==> src/rtl/uart_core_if.sv <==
// Word-level handshake bundle between the UART core and its bus-side user.
// master = bus bridge side, slave = uart_core.
interface uart_core_if #(
    parameter int DATA_BITS = 8
);
    logic [DATA_BITS-1:0] tx_data;
    logic                 tx_valid;
    logic                 tx_ready;
    logic                 tx_busy;
    logic [DATA_BITS-1:0] rx_data;
    logic                 rx_valid;
    logic                 rx_ready;
    logic                 rx_frame_err;
    logic                 rx_parity_err;
    logic                 rx_overrun;

    modport master (
        output tx_data, tx_valid, rx_ready,
        input  tx_ready, tx_busy, rx_data, rx_valid, rx_frame_err, rx_parity_err, rx_overrun
    );

    modport slave (
        input  tx_data, tx_valid, rx_ready,
        output tx_ready, tx_busy, rx_data, rx_valid, rx_frame_err, rx_parity_err, rx_overrun
    );
endinterface

==> src/rtl/uart_core.sv <==
// Parametrised full-duplex UART with oversampled RX and per-word error flags.
// Optional macro UART_CORE_LOOPBACK_EN adds a loopback port routing tx into the RX path.
module uart_core #(
    parameter int CLOCK_RATE = 50_000_000,
    parameter int BAUD_RATE  = 115200,
    parameter int DATA_BITS  = 8,
    parameter int PARITY     = 0,
    parameter int STOP_BITS  = 1,
    parameter int OVERSAMPLE = 16
) (
    input  logic       clock,
    input  logic       reset,
    uart_core_if.slave bus,
    output logic       tx,
    input  logic       rx
`ifdef UART_CORE_LOOPBACK_EN
    , input logic      loopback
`endif
);
    localparam int DIV_RAW = CLOCK_RATE / (BAUD_RATE * OVERSAMPLE);
    localparam int DIV     = (DIV_RAW < 1) ? 1 : DIV_RAW;
    localparam int CW      = (DIV > 1) ? $clog2(DIV) : 1;
    localparam int OSW     = $clog2(OVERSAMPLE);
    localparam logic [OSW-1:0] OS_LAST  = OSW'(OVERSAMPLE - 1);
    localparam logic [OSW-1:0] OS_MID   = OSW'(OVERSAMPLE / 2 - 1);
    localparam logic [3:0]     BIT_LAST = 4'(DATA_BITS - 1);
    localparam logic           PAR_ODD  = (PARITY == 1);

    if (DATA_BITS < 5 || DATA_BITS > 9) begin : g_bad_data_bits
        $error("uart_core: DATA_BITS must be 5..9");
    end
    if (PARITY < 0 || PARITY > 2) begin : g_bad_parity
        $error("uart_core: PARITY must be 0, 1 or 2");
    end
    if (STOP_BITS < 1 || STOP_BITS > 2) begin : g_bad_stop_bits
        $error("uart_core: STOP_BITS must be 1 or 2");
    end
    if (OVERSAMPLE < 8 || OVERSAMPLE > 16 || (OVERSAMPLE % 2) != 0) begin : g_bad_oversample
        $error("uart_core: OVERSAMPLE must be even and 8..16");
    end

    typedef enum logic [2:0] {S_IDLE, S_START, S_DATA, S_PARITY, S_STOP, S_WAIT} state_t;

    logic [CW-1:0] div_cnt;
    logic          tick;

    assign tick = (div_cnt == CW'(DIV - 1));

    always_ff @(posedge clock) begin
        if (reset)     div_cnt <= '0;
        else if (tick) div_cnt <= '0;
        else           div_cnt <= div_cnt + 1'b1;
    end

    state_t               tx_state;
    logic [DATA_BITS-1:0] tx_shift;
    logic [OSW-1:0]       tx_os;
    logic [3:0]           tx_bit;
    logic                 tx_stop;
    logic                 tx_par;
    logic                 tx_line;
    logic                 tx_level;

    always_comb begin
        tx_level = 1'b1;
        case (tx_state)
            S_START:  tx_level = 1'b0;
            S_DATA:   tx_level = tx_shift[0];
            S_PARITY: tx_level = tx_par;
            default:  tx_level = 1'b1;
        endcase
    end

    // Each bit is driven on the first tick of its period and held for OVERSAMPLE ticks.
    always_ff @(posedge clock) begin
        if (reset) begin
            tx_state     <= S_IDLE;
            tx_shift     <= '0;
            tx_os        <= '0;
            tx_bit       <= '0;
            tx_stop      <= 1'b0;
            tx_par       <= 1'b0;
            tx_line      <= 1'b1;
            bus.tx_ready <= 1'b1;
            bus.tx_busy  <= 1'b0;
        end else if (tx_state == S_IDLE) begin
            if (bus.tx_valid) begin
                tx_shift     <= bus.tx_data;
                tx_par       <= (^bus.tx_data) ^ PAR_ODD;
                tx_os        <= '0;
                tx_bit       <= '0;
                tx_stop      <= 1'b0;
                tx_state     <= S_START;
                bus.tx_ready <= 1'b0;
                bus.tx_busy  <= 1'b1;
            end
        end else if (tick) begin
            if (tx_os == '0) tx_line <= tx_level;
            if (tx_os != OS_LAST) begin
                tx_os <= tx_os + 1'b1;
            end else begin
                tx_os <= '0;
                case (tx_state)
                    S_START: tx_state <= S_DATA;
                    S_DATA: begin
                        tx_shift <= tx_shift >> 1;
                        tx_bit   <= tx_bit + 1'b1;
                        if (tx_bit == BIT_LAST) tx_state <= (PARITY != 0) ? S_PARITY : S_STOP;
                    end
                    S_PARITY: tx_state <= S_STOP;
                    default: begin
                        tx_stop <= tx_stop + 1'b1;
                        if (tx_stop == 1'(STOP_BITS - 1)) begin
                            tx_state     <= S_IDLE;
                            bus.tx_ready <= 1'b1;
                            bus.tx_busy  <= 1'b0;
                        end
                    end
                endcase
            end
        end
    end

    logic rx_src;
`ifdef UART_CORE_LOOPBACK_EN
    assign rx_src = loopback ? tx_line : rx;
    assign tx     = loopback ? 1'b1 : tx_line;
`else
    assign rx_src = rx;
    assign tx     = tx_line;
`endif

    logic rx_s1, rx_in;

    always_ff @(posedge clock) begin
        if (reset) begin
            rx_s1 <= 1'b1;
            rx_in <= 1'b1;
        end else begin
            rx_s1 <= rx_src;
            rx_in <= rx_s1;
        end
    end

    state_t               rx_state;
    logic [DATA_BITS-1:0] rx_shift;
    logic [OSW-1:0]       rx_os;
    logic [3:0]           rx_bit;
    logic                 rx_perr;

    always_ff @(posedge clock) begin
        if (reset) begin
            rx_state          <= S_IDLE;
            rx_shift          <= '0;
            rx_os             <= '0;
            rx_bit            <= '0;
            rx_perr           <= 1'b0;
            bus.rx_data       <= '0;
            bus.rx_valid      <= 1'b0;
            bus.rx_frame_err  <= 1'b0;
            bus.rx_parity_err <= 1'b0;
            bus.rx_overrun    <= 1'b0;
        end else begin
            if (bus.rx_valid && bus.rx_ready) begin
                bus.rx_valid   <= 1'b0;
                bus.rx_overrun <= 1'b0;
            end
            case (rx_state)
                S_IDLE: if (tick && !rx_in) begin
                    rx_os    <= '0;
                    rx_state <= S_START;
                end
                S_START: if (tick) begin
                    if (rx_os == OS_MID) begin
                        rx_os    <= '0;
                        rx_bit   <= '0;
                        rx_state <= rx_in ? S_IDLE : S_DATA;
                    end else begin
                        rx_os <= rx_os + 1'b1;
                    end
                end
                S_DATA, S_PARITY, S_STOP: if (tick) begin
                    if (rx_os != OS_LAST) begin
                        rx_os <= rx_os + 1'b1;
                    end else begin
                        rx_os <= '0;
                        if (rx_state == S_DATA) begin
                            rx_shift <= {rx_in, rx_shift[DATA_BITS-1:1]};
                            rx_bit   <= rx_bit + 1'b1;
                            if (rx_bit == BIT_LAST) rx_state <= (PARITY != 0) ? S_PARITY : S_STOP;
                        end else if (rx_state == S_PARITY) begin
                            rx_perr  <= (^rx_shift) ^ rx_in ^ PAR_ODD;
                            rx_state <= S_STOP;
                        end else begin
                            // A word completing in the same cycle as an accept is kept.
                            if (!bus.rx_valid || bus.rx_ready) begin
                                bus.rx_data       <= rx_shift;
                                bus.rx_frame_err  <= !rx_in;
                                bus.rx_parity_err <= rx_perr;
                                bus.rx_valid      <= 1'b1;
                            end else begin
                                bus.rx_overrun <= 1'b1;
                            end
                            rx_state <= rx_in ? S_IDLE : S_WAIT;
                        end
                    end
                end
                default: if (rx_in) rx_state <= S_IDLE;
            endcase
        end
    end
endmodule

==> src/flat_wrapper.sv <==
// flat-port wrapper written by rule: the top's interface ports become plain ports
module uart_core_flat 
#(
    parameter int CLOCK_RATE = 50_000_000,
    parameter int BAUD_RATE  = 115200,
    parameter int DATA_BITS  = 8,
    parameter int PARITY     = 0,
    parameter int STOP_BITS  = 1,
    parameter int OVERSAMPLE = 16
)
  (clock, reset, tx, rx, bus_tx_data, bus_tx_valid, bus_rx_ready, bus_tx_ready, bus_tx_busy, bus_rx_data, bus_rx_valid, bus_rx_frame_err, bus_rx_parity_err, bus_rx_overrun);
  uart_core_if #(.DATA_BITS(DATA_BITS)) bus_i ();
  input  logic clock;
  input  logic reset;
  output logic tx;
  input  logic rx;
  input wire logic [$bits(bus_i.tx_data)-1:0] bus_tx_data;
  input wire logic [$bits(bus_i.tx_valid)-1:0] bus_tx_valid;
  input wire logic [$bits(bus_i.rx_ready)-1:0] bus_rx_ready;
  output wire logic [$bits(bus_i.tx_ready)-1:0] bus_tx_ready;
  output wire logic [$bits(bus_i.tx_busy)-1:0] bus_tx_busy;
  output wire logic [$bits(bus_i.rx_data)-1:0] bus_rx_data;
  output wire logic [$bits(bus_i.rx_valid)-1:0] bus_rx_valid;
  output wire logic [$bits(bus_i.rx_frame_err)-1:0] bus_rx_frame_err;
  output wire logic [$bits(bus_i.rx_parity_err)-1:0] bus_rx_parity_err;
  output wire logic [$bits(bus_i.rx_overrun)-1:0] bus_rx_overrun;
  assign bus_i.tx_data = bus_tx_data;
  assign bus_i.tx_valid = bus_tx_valid;
  assign bus_i.rx_ready = bus_rx_ready;
  assign bus_tx_ready = bus_i.tx_ready;
  assign bus_tx_busy = bus_i.tx_busy;
  assign bus_rx_data = bus_i.rx_data;
  assign bus_rx_valid = bus_i.rx_valid;
  assign bus_rx_frame_err = bus_i.rx_frame_err;
  assign bus_rx_parity_err = bus_i.rx_parity_err;
  assign bus_rx_overrun = bus_i.rx_overrun;
  uart_core #(.CLOCK_RATE(CLOCK_RATE), .BAUD_RATE(BAUD_RATE), .DATA_BITS(DATA_BITS), .PARITY(PARITY), .STOP_BITS(STOP_BITS), .OVERSAMPLE(OVERSAMPLE)) u_core (.clock(clock), .reset(reset), .bus(bus_i), .tx(tx), .rx(rx));
endmodule
==> config.mk <==
export PLATFORM = sky130hd
export DESIGN_NAME = uart_core_flat
export DESIGN_NICKNAME = d
export VERILOG_FILES = /design/src/rtl/uart_core_if.sv /design/src/rtl/uart_core.sv /design/src/flat_wrapper.sv
export SDC_FILE = /design/constraint.sdc
export NUM_CORES = 1
export LEC_CHECK = 0
export CAP_MARGIN = 20
export CORE_ASPECT_RATIO = 1.5
export CORE_UTILIZATION = 25
export DETAILED_ROUTE_END_ITERATION = 7
export GPL_ROUTABILITY_DRIVEN = 1
export SYNTH_ARGS = -nofsm -noshare
export SYNTH_HDL_FRONTEND = slang
export SYNTH_SLANG_ARGS = --single-unit
==> constraint.sdc <==
create_clock -name clock -period 4.5 [get_ports clock]
set_clock_uncertainty 0.1 [all_clocks]
set_input_delay 0.9 -clock clock [delete_from_list [all_inputs] [get_ports clock]]
set_output_delay 0.9 -clock clock [all_outputs]
set_load 0.03 [all_outputs]
==> results of run 1 <==
==> metal layers <==
layer / GRT usage / vias up
met2: 0.182 / 43
met4: 0.0530 / 0
met3: 0.0276 / 13
met1: 0.124 / 1121
li1: - / 1215
met5: 0 / -
==> cell families (layout without fill, tap and decap cells) <==
kind of cell,count (synthesis),count (layout)
AND/OR/NAND/NOR,115,115
flip-flops,63,63
AO/OA/AOI/OAI,62,62
buffers and inverters,31,55
multiplexers,30,30
XOR/XNOR,23,23
adder cells (fa/ha/maj),7,7
==> power by group through the flow <==
stage | Combinational [uW] | Sequential (uW) | Clock, uW
floorplan | 142 | 612 | 0
global placement | 172 | 625 | 0
detailed placement | 176 | 625 | 0
CTS | 176 | 613 | 801
global route | 195 | 617 | 822
finish | 174 | 614 | 775
==> per-stage QoR <==
step	hold slack, ns	instances
after global placement	0.295	492
after floorplan	0.283	331
after detailed placement	0.295	492
after global routing	0.345	508
after CTS	0.308	508
final	0.306	508
==> registers in the layout (all words and copies together), names as in the netlist, 3 cells and up <==
| name | cells |
|---|---|
| u_core.rx_os | 4 |
| u_core.tx_state | 3 |
| u_core.rx_shift | 8 |
| u_core.tx_shift | 8 |
| u_core.rx_bit | 4 |
| u_core.rx_state | 3 |
| u_core.bus.rx_data | 8 |
| u_core.tx_os | 4 |
| u_core.tx_bit | 4 |
| u_core.div_cnt | 5 |
==> final timing paths <==
kind | slack, ns | startpoint | endpoint
setup reg to reg | 1.92 | u_core.div_cnt[0]$_SDFF_PP0_ | u_core.bus.rx_data[2]$_SDFFE_PP0P_
setup / recovery | 1.88 | bus_tx_valid | u_core.tx_state[2]$_SDFFE_PP0P_
hold / removal | 0.31 | u_core.rx_s1$_SDFF_PP1_ | u_core.rx_in$_SDFF_PP1_
hold reg to reg | 0.31 | u_core.rx_s1$_SDFF_PP1_ | u_core.rx_in$_SDFF_PP1_
==> cells in the mapped netlist (3+ instances only) <==
cell	number
sky130_fd_sc_hd__o211ai_1	3
sky130_fd_sc_hd__buf_4	3
sky130_fd_sc_hd__buf_2	6
sky130_fd_sc_hd__o21ai_1	6
sky130_fd_sc_hd__inv_1	9
sky130_fd_sc_hd__nor2_1	50
sky130_fd_sc_hd__a211oi_1	11
sky130_fd_sc_hd__dfxtp_1	63
sky130_fd_sc_hd__xor2_1	4
sky130_fd_sc_hd__o21a_1	3
sky130_fd_sc_hd__nor4_1	3
sky130_fd_sc_hd__xnor2_1	17
sky130_fd_sc_hd__nor2b_1	4
sky130_fd_sc_hd__a31oi_1	5
sky130_fd_sc_hd__nand3_1	10
sky130_fd_sc_hd__a22oi_1	3
sky130_fd_sc_hd__nand2_1	11
sky130_fd_sc_hd__or3_1	4
sky130_fd_sc_hd__nor3_1	12
sky130_fd_sc_hd__a21oi_1	15
sky130_fd_sc_hd__clkbuf_1	11
sky130_fd_sc_hd__mux2i_1	29
sky130_fd_sc_hd__ha_1	7
==> worst reg2reg max path, delay by kind of cell, from the launching register on <==
kind | cells | cell delay (ns)
and+or+nand+nor | 4 | 1.51
DFF | 1 | 0.33
muxes | 1 | 0.26
adders and majority gates | 1 | 0.18
buffers and inverters | 1 | 0.06
==> final cells by class <==
| type | count | share of cell area |
|---|---|---|
| repair buffers | 29 | 0.0744 |
| inverters | 10 | 0.00996 |
| flip-flops and latches | 63 | 0.335 |
| multi-input cells | 237 | 0.439 |
| clock buffers | 12 | 0.0707 |
| well taps | 153 | 0.0508 |
| clock inverters | 4 | 0.0203 |
==> flow_summary.rst, run 1 <==
.. list-table::
   :header-rows: 1

   * - Metric
     - Value
   * - Largest net degree at the start of global routing
     - 42
   * - Source-to-sink clock delay at the later pin of the worst-skew pair
     - 0.33 ns
   * - Highest-count cells in the layout ignoring fill and taps
     - sky130_fd_sc_hd__dfxtp_1, sky130_fd_sc_hd__nor2_1, sky130_fd_sc_hd__mux2i_1
   * - Overflow after GRT
     - 0
   * - Wire length per cell after detailed routing
     - 12.4 um
   * - Height of the chip
     - 137 um
   * - Buffer type at the clock tree root
     - sky130_fd_sc_hd__clkbuf_16
   * - ANT nets after route
     - 0
   * - Peak supply drop
     - 0.217 mV
   * - Register area share after synthesis
     - 0.412
   * - Type of the tightest min-delay check
     - reg -> reg
   * - Flip-flop cell with the highest count after synthesis
     - sky130_fd_sc_hd__dfxtp_1
   * - MaxCap Viol Count
     - 0
   * - Number of standard-cell rows in the floorplan
     - 49
   * - Largest delay contributor family on the critical path
     - simple AND/OR/NAND/NOR gates
   * - Post-synth top area cell
     - sky130_fd_sc_hd__dfxtp_1
   * - Detailed-route DRC error count
     - 0
   * - First-pass DRT Iterations
     - 4
   * - Pre-CTS worst setup slack
     - 1.53 ns
   * - Register share of total power
     - 0.393
   * - Starting density of the core
     - 0.256
   * - WL final
     - 6300 um
   * - Met1 Routed Length
     - 2780 um
   * - Unrepaired setup endpoints after global routing
     - false
   * - Cells resized by post-CTS repair
     - 0
   * - Most frequent standard cell in the layout excluding fill and tap cells
     - sky130_fd_sc_hd__dfxtp_1
   * - Max H-tree Level
     - 3
   * - Fraction of synthesis flops using an asynchronous set or reset pin
     - 0
   * - Highest routed metal layer
     - met4
   * - Clock transition at the registers of the reported paths
     - 0.05 ns
   * - Non-Filler Cell Area, Final
     - 3770 sq um
   * - Total chip power
     - 1560 uW
   * - Compound-gate portion of the synthesized area
     - 0.145
   * - Net switching fraction of the power
     - 0.235
   * - Post-synth top area share
     - 0.412
   * - I/O pin count
     - 28
   * - Buffer levels on the longest clock path
     - 2
   * - Buffers added on ports
     - 27
   * - Via count of the first global-routing pass
     - 2279
   * - Remaining max-slew budget at the tightest pin
     - 0.514
   * - Vias per inst
     - 4.71
   * - CP startpoint kind
     - input pin
   * - Synthesized area
     - 3060 sq um
   * - Buf/Inv on CP
     - 1
   * - Final Max Tran Viols
     - 0
   * - Post-synthesis share of cell area spent on and, or, nand and nor gates
     - 0.196
   * - WHS Path Cells
     - 1
   * - Sequential standard cell area
     - 1260 sq um
   * - Placeable core region
     - 12000 sq um
   * - Share of the clock period used by the worst path after layout
     - 0.581
   * - Post-synth EDFFs
     - 0
   * - Minimum clock period
     - 2.62 ns
   * - Depth of the worst register-to-register path
     - 7
   * - Fraction of the mapped netlist area in adder cells
     - 0.0286
   * - Syn_nets
     - 351
   * - Synthesized area per cell
     - 9.24 sq um
   * - Number of vias in the routed layout
     - 2392
   * - Area overhead of the layout relative to synthesis
     - 23.2%
   * - Post-layout nets
     - 370
   * - Hold-fix buffer count after cts
     - 0
   * - Largest driver fanout on the critical path
     - 10
   * - Required time at the worst-slack endpoint
     - 4.65 ns
   * - Post-CTS setup buffer count
     - 0
   * - Overall global routing resource usage
     - 0.107
   * - PD cells
     - 415 nW/um^2
   * - Main combinational cell family by area after synthesis
     - simple AND/OR/NAND/NOR gates
   * - Portion of total power attributed to the clock network
     - 0.496
   * - Multiplexer share of the synthesized area
     - 0.0986
   * - Proportion of layout cells with a drive suffix above 1
     - 0.0789
   * - YS warnings
     - 0
   * - Routed length on met2
     - 3150 um
   * - Fraction of the core area covered by cells at the end of the flow
     - 0.315
   * - Net switching component of the power
     - 367 uW
   * - Instance count on the critical path
     - 5
   * - Endpoint class of the critical path
     - flip-flop
   * - Endpoints failing hold
     - 0
   * - Biggest cell delay along the critical path
     - 0.52 ns
   * - ANT cells
     - 0
   * - Crit Path Class
     - in -> reg
   * - Final-report setup violation count
     - 0
   * - Cell-by-cell listing of the critical path
     - clkdlybuf4s50_1 -> nor4b_4 -> a31oi_1 -> or4_1 -> a21oi_1
   * - Met3 WL post-DR
     - 227 um
   * - Achievable frequency
     - 0.382 GHz
   * - RD Place Congestion
     - 0.787
   * - Clock Sink Count
     - 63
   * - Syn Inst Count
     - 331
   * - Area after DPL
     - 3430 sq um
   * - Die area
     - 12700 sq um
   * - Dominant cells by area after synthesis
     - sky130_fd_sc_hd__dfxtp_1, sky130_fd_sc_hd__mux2i_1, sky130_fd_sc_hd__nor2_1
   * - Post-synth cell types
     - 58
   * - Combinational group share of total power
     - 0.111
   * - Standby leakage power
     - 0.00134 uW
   * - Final setup TNS
     - 0 ns
   * - Post-DP HPWL
     - 4370 um
   * - Antenna violations before repair
     - 0
   * - P_int
     - 1200 uW
   * - Area share of xor/xnor cells in the synthesized design
     - 0.0728
   * - X dimension of the die
     - 92.3 um
   * - Filler Cells Inserted
     - 1235
   * - Result of the run
     - complete, no violations
   * - Yosys reg bits
     - 63
   * - Starting DRC count in detailed routing
     - 121
   * - TritonCTS clock tree
     - built
   * - First-pass GRT wire length
     - 10700 um
   * - Post-route setup slack
     - 1.88 ns
   * - Slowest CP cell
     - sky130_fd_sc_hd__clkdlybuf4s50_1
   * - CTS Buf Count
     - 9
   * - Multi-input gate area
     - 1660 sq um
   * - Least-Margin Pin Slew
     - 0.729 ns
   * - Data arrival time of the critical path
     - 2.77 ns
(Power assumes the default switching activity.)
==> run 2: changes to the inputs <==
==> constraint.sdc (replaced) <==
create_clock -name clock -period 2.3 [get_ports clock]
set_clock_uncertainty 0.1 [all_clocks]
set_input_delay 0.46 -clock clock [delete_from_list [all_inputs] [get_ports clock]]
set_output_delay 0.46 -clock clock [all_outputs]
set_load 0.03 [all_outputs]
==> run 2 against run 1 <==
Worst hold slack got worse by 0.0060 ns. Clock power up 52%. Critical path depth rose by 2. Global-route usage fell by 0.11 points. First-iteration DRC count decreased by 31%. Die area did not move. Sequential power grew 94%. Routed wire length is 0.38% lower.
==> flow_summary.rst, run 2 (synthesized netlist as in run 1, its figures left out) <==
.. list-table::
   :header-rows: 1

   * - Metric
     - Value
   * - Result of the run
     - complete, no violations
   * - Clock transition at the registers of the reported paths
     - 0.05 ns (about the same)
   * - Worst reg2reg setup slack
     - 0.26 ns (-1.66 ns)
   * - WL final
     - 6270 um (-0.38%)
   * - Hold-fix buffer count after cts
     - 0 (unchanged)
   * - Height of the chip
     - 137 um (unchanged)
   * - MaxCap Viol Count
     - 0 (unchanged)
   * - Max H-tree Level
     - 3 (unchanged)
   * - Most frequent standard cell in the layout excluding fill and tap cells
     - sky130_fd_sc_hd__dfxtp_1
   * - Final setup TNS
     - 0 ns (unchanged)
   * - Number of cells in the design after placement
     - 503 (+2.2%)
   * - Post-DP HPWL
     - 4510 um (+3.3%)
   * - Detailed-route DRC error count
     - 0 (unchanged)
   * - Setup crit start
     - u_core.div_cnt[0]$_SDFF_PP0_
   * - Achievable frequency
     - 0.491 GHz
   * - Smallest hold slack
     - 0.301 ns (-0.00595 ns)
   * - Antenna violations before repair
     - 0 (unchanged)
   * - Peak supply drop
     - 0.344 mV (+58%)
   * - Data arrival time of the critical path
     - 2.19 ns (-0.58 ns)
   * - Buffer levels on the longest clock path
     - 2 (unchanged)
   * - Wire length per cell after detailed routing
     - 12.1 um (-2.5%)
   * - Minimum clock period
     - 2.04 ns
   * - Endpoint class of the critical path
     - flip-flop
   * - First-pass DRT Iterations
     - 4 (unchanged)
   * - CP startpoint kind
     - flip-flop
   * - Worst r2r src
     - u_core.div_cnt[0]$_SDFF_PP0_
   * - Cells resized by post-CTS repair
     - 0 (unchanged)
   * - Overall global routing resource usage
     - 0.106 (-0.00107)
   * - Starting density of the core
     - 0.256 (unchanged)
   * - ANT cells
     - 0 (unchanged)
   * - Final standard cell count with taps included and fillers excluded
     - 519 (+2.2%)
   * - CTS Buf Count
     - 9 (unchanged)
   * - Worst reg2reg endpoint
     - u_core.rx_state[1]$_SDFFE_PP0P_
   * - Number of vias in the routed layout
     - 2437 (+1.9%)
   * - Regs by FF count
     - u_core.bus.rx_data: 8 flops, u_core.rx_shift: 8 flops, u_core.tx_shift: 8 flops
   * - ANT nets after route
     - 0 (unchanged)
   * - Met2 Track Usage GR
     - 0.181 (-0.00165)
   * - Share of the clock period used by the worst path after layout
     - 0.886
   * - RD Place Congestion
     - 0.784 (-0.39%)
   * - Global routing usage on met1
     - 0.124 (-0.000422)
   * - Buffers added on ports
     - 27 (unchanged)
   * - Capturing instance or port of the critical path
     - u_core.rx_state[1]$_SDFFE_PP0P_
   * - I/O pin count
     - 28 (unchanged)
   * - Depth of the worst register-to-register path
     - 7 (unchanged)
   * - Global-route track usage on met3
     - 0.0232 (-0.00442)
   * - Final-report setup violation count
     - 0 (unchanged)
   * - Endpoints failing hold
     - 0 (unchanged)
   * - Required time at the worst-slack endpoint
     - 2.46 ns (-2.19 ns)
   * - X dimension of the die
     - 92.3 um (unchanged)
   * - Unrepaired setup endpoints after global routing
     - false
   * - Area overhead of the layout relative to synthesis
     - 23.9%
   * - Via count of the first global-routing pass
     - 2344 (+2.9%)
   * - Final Max Tran Viols
     - 0 (unchanged)
   * - Highest-count cells in the layout ignoring fill and taps
     - sky130_fd_sc_hd__dfxtp_1, sky130_fd_sc_hd__nor2_1, sky130_fd_sc_hd__mux2i_1
   * - Most used routing layer
     - met2
   * - Clock Sink Count
     - 63 (unchanged)
   * - First-pass GRT wire length
     - 10800 um (+0.20%)
   * - Remaining max-slew budget at the tightest pin
     - 0.616 (+0.102)
   * - WHS Path Cells
     - 1 (unchanged)
   * - Vias per inst
     - 4.70 (-0.28%)
   * - Die area
     - 12700 sq um (unchanged)
   * - Least-Margin Pin Slew
     - 0.576 ns (-0.153 ns)
   * - Number of standard-cell rows in the floorplan
     - 49 (unchanged)
   * - Buffer type at the clock tree root
     - sky130_fd_sc_hd__clkbuf_16
   * - Proportion of layout cells with a drive suffix above 1
     - 0.101 (+0.0222)
   * - Type of the tightest min-delay check
     - reg -> reg
   * - Overflow after GRT
     - 0 (unchanged)
   * - Crit Path Class
     - reg -> reg
   * - Post-CTS setup buffer count
     - 0 (unchanged)
   * - Largest net degree at the start of global routing
     - 30 (-29%)
   * - TritonCTS clock tree
     - built
   * - PD cells
     - 725 nW/um^2 (+75%)
   * - Starting DRC count in detailed routing
     - 83 (-31%)
   * - Largest driver fanout on the critical path
     - 5 (-5)
   * - Standby leakage power
     - 0.00137 uW (+2.3%)
   * - Source-to-sink clock delay at the later pin of the worst-skew pair
     - 0.33 ns (about the same)
   * - Placeable core region
     - 12000 sq um (unchanged)
   * - Post-layout nets
     - 381 (+3.0%)
run 2: cell types whose count changed in the layout (fill, tap and decap cells not counted), sizes merged:
cell and change:
buf +11, bufinv -2, clkinvlp -1, clkbuf -1, clkinv +4
run 2: worst min-delay path by stage:
stage	from	endpoint	slack (ns)
floorplan	u_core.rx_s1$_SDFF_PP1_	u_core.rx_in$_SDFF_PP1_	0.28
global placement	u_core.rx_s1$_SDFF_PP1_	u_core.rx_in$_SDFF_PP1_	0.29
detailed placement	u_core.rx_s1$_SDFF_PP1_	u_core.rx_in$_SDFF_PP1_	0.29
CTS	u_core.rx_s1$_SDFF_PP1_	u_core.rx_in$_SDFF_PP1_	0.30
global route	u_core.rx_s1$_SDFF_PP1_	u_core.rx_in$_SDFF_PP1_	0.34
finish	u_core.rx_s1$_SDFF_PP1_	u_core.rx_in$_SDFF_PP1_	0.30
run 2: metal layers:
layer	routed length [um]	share of wire
met4	127	0.020
met5	0	0
met1	2830	0.45
met2	3090	0.49
met3	232	0.037
run 2: power breakdown:
part	internal [uW]	leakage (uW)	switching (uW)	total, uW
clock network	718	0.000133	461	1180
registers	1140	0.000512	48.5	1190
logic	180	0.000724	196	376
run 2: stage by stage:
| step | worst slack, ns | utilization | instance area (sq um) | power [uW] |
|---|---|---|---|---|
| after global placement | 0.156 | 0.296 | 3530 | 1580 |
| after detailed placement | 0.134 | 0.296 | 3530 | 1590 |
| after global routing | 0.0918 | 0.317 | 3790 | 2870 |
| after CTS | 0.265 | 0.317 | 3790 | 2790 |
| final | 0.262 | 0.317 | 3790 | 2750 |
| after floorplan | 0.357 | - | 3060 | 1480 |
run 2: layout make-up:
| class | instances | area [sq um] |
|---|---|---|
| clock buffers | 11 | 233 |
| inverters | 10 | 37.5 |
| well taps | 153 | 191 |
| fillers | 1259 | 8160 |
| clock inverters | 5 | 25.0 |
| flip-flops and latches | 63 | 1260 |
| multi-input cells | 237 | 1660 |
| repair buffers | 40 | 388 |
run 2: critical path, stage by stage (launching register included):
cell	delay, ns
sky130_fd_sc_hd__dfxtp_1	0.33
sky130_fd_sc_hd__inv_1	0.06
sky130_fd_sc_hd__ha_1	0.18
sky130_fd_sc_hd__nand4b_1	0.23
sky130_fd_sc_hd__mux2i_1	0.31
sky130_fd_sc_hd__o211ai_4	0.14
sky130_fd_sc_hd__or4_1	0.48
sky130_fd_sc_hd__a21oi_1	0.14
==> run 3: changes to the inputs <==
--- a/config.mk
+++ b/config.mk
@@ -8,6 +8,7 @@
 export CAP_MARGIN = 20
 export CORE_ASPECT_RATIO = 1.5
 export CORE_UTILIZATION = 25
+export CTS_CLUSTER_SIZE = 40
 export DETAILED_ROUTE_END_ITERATION = 7
 export GPL_ROUTABILITY_DRIVEN = 1
 export SYNTH_ARGS = -nofsm -noshare
==> results of run 3 <==
The final DEF is identical to that of run 2; final timing and power are the same.
